===== src/rtl/serial_add_ctrl.sv =====
// Bit-serial adder controller: one shared full adder walks WIDTH operand bits LSB first.
// Optional subtract mode is compiled in with `define SERIAL_SUB_EN (adds the sub port).

module fadder (
    output logic s,
    output logic cout,
    input  logic a,
    input  logic b,
    input  logic cin
);
    assign s    = a ^ b ^ cin;
    assign cout = (a & b) | (cin & (a ^ b));
endmodule

module serial_add_ctrl #(
    parameter int WIDTH = 16
) (
    input  logic             clk,
    input  logic             rst_n,
    input  logic             start,
    input  logic [WIDTH-1:0] a,
    input  logic [WIDTH-1:0] b,
    input  logic             cin,
`ifdef SERIAL_SUB_EN
    input  logic             sub,
`endif
    output logic             busy,
    output logic             done,
    output logic [WIDTH-1:0] sum,
    output logic             cout
);
    localparam int CNT_W = (WIDTH > 1) ? $clog2(WIDTH) : 1;
    localparam logic [CNT_W-1:0] CNT_LAST = CNT_W'(WIDTH - 1);

    localparam logic [1:0] ST_IDLE = 2'd0;
    localparam logic [1:0] ST_RUN  = 2'd1;
    localparam logic [1:0] ST_DONE = 2'd2;

    logic [1:0]       state_q, state_d;
    logic [CNT_W-1:0] cnt_q, cnt_d;
    logic [WIDTH-1:0] a_sh_q, a_sh_d;
    logic [WIDTH-1:0] b_sh_q, b_sh_d;
    logic             carry_q, carry_d;
    logic [WIDTH-1:0] sum_q, sum_d;
    logic             cout_q, cout_d;

    logic sub_sel;
    logic fa_s;
    logic fa_co;

`ifdef SERIAL_SUB_EN
    assign sub_sel = sub;
`else
    assign sub_sel = 1'b0;
`endif

    fadder u_fadder (
        .s    (fa_s),
        .cout (fa_co),
        .a    (a_sh_q[0]),
        .b    (b_sh_q[0]),
        .cin  (carry_q)
    );

    always_comb begin
        state_d = state_q;
        cnt_d   = cnt_q;
        a_sh_d  = a_sh_q;
        b_sh_d  = b_sh_q;
        carry_d = carry_q;
        sum_d   = sum_q;
        cout_d  = cout_q;

        case (state_q)
            ST_IDLE: begin
                if (start) begin
                    a_sh_d  = a;
                    // Subtraction is a + ~b + 1, so the forced carry-in supplies the +1.
                    b_sh_d  = sub_sel ? ~b : b;
                    carry_d = sub_sel ? 1'b1 : cin;
                    cnt_d   = '0;
                    state_d = ST_RUN;
                end
            end
            ST_RUN: begin
                sum_d   = {fa_s, sum_q[WIDTH-1:1]};
                a_sh_d  = a_sh_q >> 1;
                b_sh_d  = b_sh_q >> 1;
                carry_d = fa_co;
                cnt_d   = cnt_q + CNT_W'(1);
                if (cnt_q == CNT_LAST) begin
                    cout_d  = fa_co;
                    cnt_d   = '0;
                    state_d = ST_DONE;
                end
            end
            ST_DONE: begin
                state_d = ST_IDLE;
            end
            default: begin
                state_d = ST_IDLE;
            end
        endcase
    end

    always_ff @(posedge clk or negedge rst_n) begin
        if (!rst_n) begin
            state_q <= ST_IDLE;
            cnt_q   <= '0;
            a_sh_q  <= '0;
            b_sh_q  <= '0;
            carry_q <= 1'b0;
            sum_q   <= '0;
            cout_q  <= 1'b0;
        end else begin
            state_q <= state_d;
            cnt_q   <= cnt_d;
            a_sh_q  <= a_sh_d;
            b_sh_q  <= b_sh_d;
            carry_q <= carry_d;
            sum_q   <= sum_d;
            cout_q  <= cout_d;
        end
    end

    assign busy = (state_q == ST_RUN);
    assign done = (state_q == ST_DONE);
    assign sum  = sum_q;
    assign cout = cout_q;

endmodule


===== config.mk =====
export PLATFORM = sky130hd
export DESIGN_NAME = serial_add_ctrl
export DESIGN_NICKNAME = d
export VERILOG_FILES = /design/src/rtl/serial_add_ctrl.sv
export SDC_FILE = /design/constraint.sdc
export NUM_CORES = 1
export LEC_CHECK = 0
export CAP_MARGIN = 20
export CORE_MARGIN = 2
export CORE_UTILIZATION = 40
export DETAILED_ROUTE_END_ITERATION = 10
export PLACE_DENSITY = 0.66
export SLEW_MARGIN = 25
export SYNTH_ARGS = -nofsm -noshare
export SYNTH_HDL_FRONTEND = slang
export SYNTH_SLANG_ARGS = --single-unit

===== constraint.sdc =====
create_clock -name clk -period 2.82 [get_ports clk]
set_input_delay 0.282 -clock clk [delete_from_list [all_inputs] [get_ports clk]]
set_output_delay 0.282 -clock clk [all_outputs]
set_load 0.05 [all_outputs]

# Yosys cells after proc, flatten, opt, wreduce, memory -nomap -nowiden
# Cells that the tools add are included.
# classes
add_sub_neg	1
eq_ne	5
muxes	12
n_bitwise	5
n_reduce_logical	5
# op_table
cell	n
$pmux 16 s2	2
$mux 16	2
$mux 4	2
$pmux 4 s2	1
$reduce_and 2->1	3
$add 4x1->4 const B	1
$eq 4x4->1 const B	1
$mux 2	2
$pmux 2 s2	1
$and 1x1->1	2
$eq 2x1->1 const B	1
$eq 2x2->1 const B	1
$logic_not 2->1	1
$ne 2x1->1 const B	1
$ne 2x2->1 const B	1
$pmux 1 s2	1
$reduce_bool 2->1	1
$xor 1x1->1	2
$mux 1	1
$or 1x1->1	1
# totals
register_bits	56
in_bits	36
output_inout_bits	19
elab_cells	35

# Depth between registers and ports, before layout
# depth
word_depth	4
depth_mapped	5
mapped_depth_nobuf	4

# By module
# Synthesis repeated with hierarchy kept, for this count alone.
# hier_totals
cells_unflattened	209
area_unflattened_um2	2562.5
# modules_own_cells
module	instances	cells_per_inst	area_each_um2	seq_area_each_um2
serial_add_ctrl	1	208	2542.4	1401.3
fadder	1	1	20.0	0.0

# Worst setup path before layout
# OpenSTA, ideal clock, no wires.
# synth_path
path_kind	reg-to-reg
start	reg cnt_q[0]
end	reg cout_q, in the netlist cout
setup_time_ns	0.125
t_arrival_ns	1.226
t_required_ns	2.695
slack_ns	1.470
stages_incl_launch_ff	5
path_buffers	0
period_less_slack_ns	1.350
path_cell_list	dfrtp_1 -> ha_1 -> and3_1 -> and2_2 -> mux2_2
# synth_via
elab_chain_len	2
# synth_rtl
element	line	text
start: declaration	40	logic [CNT_W-1:0] cnt_q, cnt_d;
start signal: assignment	117	cnt_q <= cnt_d;
$eq 4x4->1	91	if (cnt_q == CNT_LAST) begin
$reduce_and 2->1 (no line)	n/a	
end signal: assignment	122	cout_q <= cout_d;
end: declaration	45	logic cout_q, cout_d;
# No other way between the ends.
# A chain may end at the register's enable or synchronous reset.

# Final worst setup path
# layout_path
start	reg state_q[0]
end	out done
# layout_via
elab_chain_len	1
# layout_rtl
element	line	text
start: declaration	39	logic [1:0] state_q, state_d;
start signal: assignment	116	state_q <= state_d;
$eq 2x2->1	127	assign done = (state_q == ST_DONE);
end: declaration	28	output logic done,
# No other way between the ends.

==> flow_metrics.env <==
export IMPL_fin_crit_sh_pct=73.98
export IMPL_core_area_sq_um=5991
export IMPL_antenna_found_initial=0
export IMPL_htreeDepth=2
export IMPL_crit_fanout=6
export IMPL_synthFlopType="dfrtp_1"
export IMPL_setup_slack_ns=0.7337
export IMPL_ctsRootBufferMaster="clkbuf_8"
export IMPL_gp_congestion=0.7005
export IMPL_timing_slew_headroom_pct=65.10
export IMPL_slowest_stage="clkdlybuf4s50_1"
export IMPL_numCtsBuffers=5
export IMPL_grt_max_degree=48
export IMPL_antenna_cells_inserted=0
export IMPL_reg2regPathDepth=4
export IMPL_power_density_nw_per_um2=1160
export IMPL_area_delta_synth_final_pct=26.17
export IMPL_avgSynthCellArea_sq_um=12.33
export IMPL_wl_per_cell_microns=13.36
export IMPL_reg2reg_slack_ns=0.87
export IMPL_ys_ff_latch=56
export IMPL_p_int_uw=2155
export IMPL_n_fill_cell=554
export IMPL_crit_type="register to output port"
export IMPL_ctsResizeCount=0
export IMPL_ys_async_sr_fraction_pct=100.0
export IMPL_routed_wl_microns=4450
export IMPL_required_ns=2.54
export IMPL_ant_nets=0
export IMPL_clkPwrFrac_pct=12.4
export IMPL_clock_latency_ns=0.31
export IMPL_drc=0
export IMPL_whs_ns=0.4670
export IMPL_regToRegEndpoint="sum[15]$_DFFE_PN0P_"
export IMPL_dieArea_sq_um=6937
export IMPL_track_usage_pct=14.17
export IMPL_synth_area_sq_um=2515
export IMPL_grt_remaining_overflow=0
export IMPL_dr_total_vias=1661
export IMPL_cts_tree="yes"
export IMPL_grt_setup_unrepaired="no"
export IMPL_start_kind="register"
export IMPL_grt_pass1_wl_microns=7962
export IMPL_pre_cts_slack_ns=0.8590
export IMPL_rows=28
export IMPL_yosysSeqAreaShare_pct=55.72
export IMPL_clkSinkCount=56
export IMPL_maxCapViolations=0
export IMPL_combPwrFrac_pct=49.8
export IMPL_worst_pin_slew_ns=0.5222
export IMPL_clkTransAtPathRegs_ns=0.10
export IMPL_p_total_uw=3682
export IMPL_drv_slew=0
export IMPL_outcome="finished clean"
export IMPL_syn_inst=204
export IMPL_pwr_share_seq_pct=37.8
export IMPL_drtIter0Drc=58
export IMPL_finalClockSkew_ns=0.008415
export IMPL_tns_ns=0
export IMPL_finalNetCount=295
export IMPL_swShare_pct=41.46
export IMPL_finish_utilization_pct=52.97
export IMPL_fmax_mhz=479.3
export IMPL_synth_nets=242
export IMPL_start_util_pct=41.98
export IMPL_crit_chain="and2b_2, clkdlybuf4s50_1"
export IMPL_yosysUniqueCellTypes=30
export IMPL_leakage_uw=0.001520
export IMPL_cp_end_kind="output port"
export IMPL_synth_edff_count=0
export IMPL_cp_arrival_ns=1.80
export IMPL_io_buffers=54
export IMPL_p_sw_uw=1526
export IMPL_yosys_warnings=0
export IMPL_hold_viol_final=0
export IMPL_dr_pass1_iters=2
export IMPL_vias_per_cell=4.988
export IMPL_clk_path_buf_depth=2
export IMPL_fin_crit_ns=2.086
export IMPL_slowest_delay_ns=0.79
export IMPL_grt_pass1_vias=1706
export IMPL_post_cts_setup_buffers=0
export IMPL_hpwl_microns=3176
export IMPL_min_path_type="input port to async pin"
export IMPL_peakVddDrop_mv=0.7620
export IMPL_final_layout_size_suffix_gt1_share_pct=15.50
export IMPL_timing_rr_start="state_q[0]$_DFFE_PN0P_"
export IMPL_dieHeight_microns=83.29
export IMPL_finalSetupViolations=0
export IMPL_fp_dieW_microns=83.29
export IMPL_io_pins=55
## power by group through the flow
stage | logic [uW] | clock network [uW] | registers [uW]
6_report | 1830 | 456 | 1390
3_3_place_gp | 1830 | 0 | 1400
2_1_floorplan | 1050 | 0 | 1790
5_1_grt | 1980 | 514 | 1440
3_5_place_dp | 1860 | 0 | 1410
4_1_cts | 1860 | 475 | 1390
## worst max-delay path by stage
stage / start / depth (start not counted) / slack [ns] / to
5_1_grt: state_q[0]$_DFFE_PN0P_ / 2 / 0.66 / done
2_1_floorplan: cnt_q[0]$_DFFE_PN0P_ / 4 / 1.47 / cout$_DFFE_PN0P_
6_report: state_q[0]$_DFFE_PN0P_ / 2 / 0.73 / done
3_5_place_dp: state_q[0]$_DFFE_PN0P_ / 4 / 0.86 / sum[15]$_DFFE_PN0P_
3_3_place_gp: state_q[0]$_DFFE_PN0P_ / 4 / 0.91 / sum[15]$_DFFE_PN0P_
4_1_cts: state_q[0]$_DFFE_PN0P_ / 2 / 0.72 / done
## through the flow
stage,std cells,instance area (sq um)
2_1_floorplan,204,2515
3_3_place_gp,324,3068
3_5_place_dp,324,3068
4_1_cts,333,3173
5_1_grt,333,3173
6_report,333,3173
## placed cells by master, fill, tap and decap left out, types with 2 or more instances in the layout
cell,Yosys,layout
o21ai_1,27,27
nand2_1,34,34
mux2_2,17,17
o21ai_2,5,5
a21oi_1,2,2
a22o_1,2,2
clkdlybuf4s50_1,0,53
dfrtp_1,56,56
nor3b_1,2,2
inv_6,0,2
clkbuf_8,1,5
mux2i_1,31,31
buf_4,2,3
o21ai_0,2,2
## worst max-delay path, delay by kind of cell (launching register included)
kind                   cells  cell delay, ns
and+or+nand+nor            1            0.24
DFF                        1            0.46
buffers and inverters      1            0.79
## Yosys cell counts (2+ instances only)
| cell | instances | area, sq um |
|---|---|---|
| mux2i_1 | 31 | 310.3 |
| clkbuf_1 | 4 | 15.01 |
| dfrtp_1 | 56 | 1401 |
| nor3b_1 | 2 | 15.01 |
| buf_12 | 2 | 40.04 |
| buf_6 | 2 | 22.52 |
| o21ai_1 | 27 | 135.1 |
| o21ai_2 | 5 | 43.79 |
| buf_4 | 2 | 15.01 |
| a21oi_1 | 2 | 10.01 |
| a22o_1 | 2 | 17.52 |
| mux2_2 | 17 | 191.4 |
| nand2_1 | 34 | 127.6 |
| o21ai_0 | 2 | 10.01 |
## sequential cells by signal (all words and copies together), names as in the netlist
| name | count |
|---|---|
| a_sh_q | 16 |
| b_sh_q | 16 |
| state_q | 2 |
| cout | 1 |
| cnt_q | 4 |
| carry_q | 1 |
| sum | 16 |
## timing repair
item / CTS / global route
setup endpoints to repair: 0 / 0
endpoints found under the hold margin: 21 / 0
hold buffers: 1 / 0
## routing by layer
metal	global-route usage, %	vias up	routed length, microns	share of wire (%)
li1	-	814	-	-
met1	18.60	801	2131	48
met2	22.21	40	2025	46
met3	4.175	6	224	5.0
met4	5.365	0	70	1.6
met5	0	-	0	0
## logic make-up (layout without fill, tap and decap cells)
logic type	Yosys count	in the layout	share of synthesized area (%)
compound gates	42	42	10.05
fa+ha+maj	2	2	1.293
buf+inv	14	68	5.173
flops	56	56	55.72
mux	48	48	19.95
simple gates	42	42	7.811
## layout make-up
type | instances | area [sq um] | area share (%)
clock inverter | 3 | 26.28 | 0.8281
multi-input combinational | 134 | 991.0 | 31.23
tap | 75 | 93.84 | 2.957
sequential | 56 | 1401 | 44.16
timing repair buffer | 59 | 588.1 | 18.53
inverter | 1 | 3.754 | 0.1183
clock buffer | 5 | 68.82 | 2.169
Power figures use the tool's default switching activity.
